`src/rtl/bcd_updown_counter.sv`:
```
// Cascaded modulo-N up/down counter with synchronous clear and parallel load,
// a combinational terminal count, a registered wrap pulse and a sticky flag
// for loads that carry out-of-range digits.
module bcd_updown_counter #(
  parameter int DIGITS  = 2,
  parameter int MODULUS = 10,
  localparam int DW     = $clog2(MODULUS)
) (
  input  logic                 clk,
  input  logic                 reset_n,
  input  logic                 clear,
  input  logic                 load,
  input  logic [DIGITS*DW-1:0] load_val,
  input  logic                 en,
  input  logic                 up,
  output logic [DIGITS*DW-1:0] q,
  output logic                 tc,
  output logic                 wrap,
  output logic                 load_err
);

  localparam logic [DW-1:0] DMAX = DW'(MODULUS - 1);
  localparam logic [DW:0]   MODW = (DW + 1)'(MODULUS);

  logic [DIGITS*DW-1:0] q_r;
  logic [DIGITS*DW-1:0] q_nxt;
  logic                 all_max;
  logic                 all_zero;
  logic                 load_bad;
  logic                 wrap_r;
  logic                 err_r;

  // Whole-counter extremes, used for terminal count.
  always_comb begin
    all_max  = 1'b1;
    all_zero = 1'b1;
    for (int unsigned k = 0; k < DIGITS; k++) begin
      if (q_r[k*DW +: DW] != DMAX) all_max  = 1'b0;
      if (q_r[k*DW +: DW] != '0)   all_zero = 1'b0;
    end
  end

  assign tc = en & ((up & all_max) | (~up & all_zero));

  // Next count: clear beats load beats count; the carry/borrow ripples
  // upward only while every lower digit sits at its wrap value.
  always_comb begin
    logic [DW-1:0] d;
    logic          ripple;
    q_nxt    = q_r;
    load_bad = 1'b0;
    ripple   = 1'b1;
    d        = '0;
    if (clear) begin
      q_nxt = '0;
    end else if (load) begin
      for (int unsigned k = 0; k < DIGITS; k++) begin
        d = load_val[k*DW +: DW];
        if ({1'b0, d} >= MODW) begin
          q_nxt[k*DW +: DW] = '0;
          load_bad          = 1'b1;
        end else begin
          q_nxt[k*DW +: DW] = d;
        end
      end
    end else if (en) begin
      for (int unsigned k = 0; k < DIGITS; k++) begin
        d = q_r[k*DW +: DW];
        if (ripple) begin
          if (up) q_nxt[k*DW +: DW] = (d == DMAX) ? '0 : d + DW'(1);
          else    q_nxt[k*DW +: DW] = (d == '0) ? DMAX : d - DW'(1);
        end
        ripple = ripple & (up ? (d == DMAX) : (d == '0));
      end
    end
  end

  // State registers; wrap is the terminal count suppressed by clear/load.
  always_ff @(posedge clk or negedge reset_n) begin
    if (!reset_n) begin
      q_r    <= '0;
      wrap_r <= 1'b0;
      err_r  <= 1'b0;
    end else begin
      q_r    <= q_nxt;
      wrap_r <= tc & ~clear & ~load;
      if (clear)                err_r <= 1'b0;
      else if (load && load_bad) err_r <= 1'b1;
    end
  end

  assign q        = q_r;
  assign wrap     = wrap_r;
  assign load_err = err_r;

endmodule

```
`config.mk`:
```
export PLATFORM = sky130hd
export DESIGN_NAME = bcd_updown_counter
export DESIGN_NICKNAME = d
export VERILOG_FILES = /design/src/rtl/bcd_updown_counter.sv
export SDC_FILE = /design/constraint.sdc
export NUM_CORES = 1
export LEC_CHECK = 0
export CAP_MARGIN = 30
export CORE_AREA = 2 2 47 49
export DETAILED_ROUTE_END_ITERATION = 7
export DIE_AREA = 0 0 49 51
export PLACE_DENSITY = 0.77
export SETUP_SLACK_MARGIN = 0.4
export SKIP_LAST_GASP = 1
export SLEW_MARGIN = 15
export SYNTH_ARGS = -nofsm -noshare
export SYNTH_HDL_FRONTEND = slang
export SYNTH_SLANG_ARGS = --single-unit
```
`constraint.sdc`:
```
create_clock -name clk -period 2.3 [get_ports clk]
set_input_delay 0.345 -clock clk [delete_from_list [all_inputs] [get_ports clk]]
set_output_delay 0.345 -clock clk [all_outputs]
set_load 0.01 [all_outputs]
```
==> flow_summary.ini <==
[status]
status = complete, no violations

[timing]
tightest_slew_ns = 0.565
fmax_ghz = 0.475
finalClockSkew_ns = 0.00756
slew_violations = 0
period_needed_ns = 2.11
finalSetupViolations = 0
fin_crit_sh_pct = 91.5
slew_headroom_pct = 62.2
rsz0062_at_grt = true
finalHoldViolations = 0

[pwr]
ir_worst_vdd_mv = 0.350
leakage_nw = 0.598
cellPowerDensity_nw_per_um2 = 419

[cts]
clkSinkCount = 10
htree_levels = 1
clk_pin_slew_ns = 0.08
clk_latency_ns = 0.27
cts_root_buffer = clkbuf_4
cts_tree = done
ctsHoldBuffers = 0
clk_path_buf_depth = 2
cts_buffers = 3

[final_layout]
antenna-diode-count = 0
drive_gt1_share_pct = 30.8
final.fill_count = 169
area.growth.synth_to_final_pct = 62.9
final_nets = 179
utilization_pct = 71.6
layoutNonFillerInstCount = 184

[die]
dieArea_um2 = 2500
row_count = 17
fp.dieW_um = 49
pin_count = 25
core_area_um2 = 2060
die_h_um = 51
initial_core_util_pct = 44.0

[setup_path]
worstPathMaxFanout = 2
worstPathArrival_ns = 1.76
end_kind = output pin
reg2reg_slack_ns = 0.20
startpoint_type = flop
crit_required_ns = 1.96
path_class = flop to output pin

[global_route]
grt-ovfl-total = 0
first_global_vias = 985
grt_use_total_pct = 21.4
grt_first_pass_wirelength_um = 4210
antenna_found_initial = 0
grt_max_degree = 15

[synth]
yosys_warnings = 0
yosysTopAreaCellShare_pct = 27.6
syn-num-nets = 134
avgSynthCellArea_um2 = 8.10
ys.flop_type = dfrtp_1
synth-seq-cells = 10
synth_common_cells = dfrtp_1, inv_1
synth_seq_area_share_pct = 27.6
synth_edf_count = 0
synth_cell_types = 37
synth_top_cell_by_area = dfrtp_1
postSynth.asyncResetShare_pct = 100
syn_inst = 112
synthTopCellsByArea = dfrtp_1, ha_1, nand3_1
syn_area_um2 = 907

[routing]
num_vias = 1044
drcViolationCount = 0
ant_nets = 0
drt_first_pass_iters = 4
routed_wl_um = 2830
wl_per_cell_um = 15.4
viasPerCell = 5.67
first_iter_violations = 28

[placed_design]
dp_hpwl_um = 1920
io_buffers = 24
globalplace.congestion = 0.875
placed_cells = 175

[job]
cap_viol_max_count = 0

[hold_path]
hold_path_class = input pin to async pin
-- critical path, stage by stage (launching register included) --
cell and delay (ns):
dfrtp_2 0.42, inv_2 0.09, ha_4 0.14, or4b_4 0.47, o22ai_2 0.11, and2_4 0.17, buf_6 0.10
-- routing by layer --
layer | wire length [um] | GRT usage (%) | part of all wire (%) | vias to the layer above
met5 | 0 | 0 | 0 | -
met4 | 40 | 11.9 | 1.4 | 0
met3 | 87 | 1.46 | 3.1 | 4
met2 | 1440 | 37.7 | 51 | 32
met1 | 1270 | 26.2 | 45 | 502
li1 | - | - | - | 506
-- report_power, final --
part	internal, mW	switching [mW]	leakage (nW)
registers	0.188	0.0113	0.128
clock network	0.0962	0.0680	0.0210
logic	0.132	0.125	0.449
-- cell usage in the layout, fill, tap and decap left out, types with 2 or more instances in the layout --
master and count:
inv_2 2, clkdlybuf4s50_1 23, a2111oi_2 2, ha_1 6
nand2_1 7, a21oi_1 7, dfrtp_1 7, buf_6 4
nand2b_1 6, buf_4 17, dfrtp_2 3, nor2_1 8
a2111oi_4 2, o21ai_0 7, nor3b_1 3, clkbuf_4 3
and3_1 2, ha_4 2, nand3_1 8, inv_1 8
o22ai_1 2
-- worst paths after layout --
kind                            startpoint       end  cells past startpoint
worst max-delay path                  q[0]        tc                      6
worst min-delay path               reset_n      q[5]                      1
worst max register to register        q[0]      q[4]                      7
worst min register to register    load_err  load_err                      2
max in group asynchronous          reset_n      q[0]                      1
min in group clk                  load_err  load_err                      2
-- layout make-up --
type	count	area, um2	area share [%]
repair buffers	44	403	27.3
clock buffers	4	36.3	2.46
well taps	28	35.0	2.37
inverters	10	37.5	2.54
multi-input cells	88	712	48.2
flip-flops and latches	10	254	17.2
-- flip-flops by register name, summed over array words and instances (netlist names) --
name and flops:
wrap 1, q 8, load_err 1
-- logic make-up (layout without fill, tap and decap cells) --
| family | after synthesis | in the layout | share of synthesized area, % |
|---|---|---|---|
| fa+ha+maj | 8 | 8 | 11.0 |
| mux | 1 | 1 | 1.24 |
| flops | 10 | 10 | 27.6 |
| buf+inv | 14 | 58 | 5.93 |
| compound gates | 35 | 35 | 27.7 |
| simple gates | 44 | 44 | 26.5 |
-- through the flow --
stage | hold slack (ns) | TNS [ns] | setup WS (ns) | instance area [um2] | power [mW]
finish | 0.384 | 0 | 0.195 | 1480 | 0.620
global route | 0.432 | 0 | 0.109 | 1480 | 0.647
CTS | 0.403 | 0 | 0.163 | 1370 | 0.585
detailed placement | 0.489 | -0.445 | -0.197 | 1290 | 0.411
global placement | 0.479 | -0.340 | -0.191 | 1290 | 0.405
floorplan | 0.0494 | 0 | 0.307 | 922 | 0.306
-- what timing repair did --
item	4_1_cts	5_1_grt
buffers inserted	3	2
endpoints found under the hold margin	0	0
setup endpoints to repair	5	7
gates resized for setup	8	20
pin swaps	5	11
(Power assumes the default switching activity.)
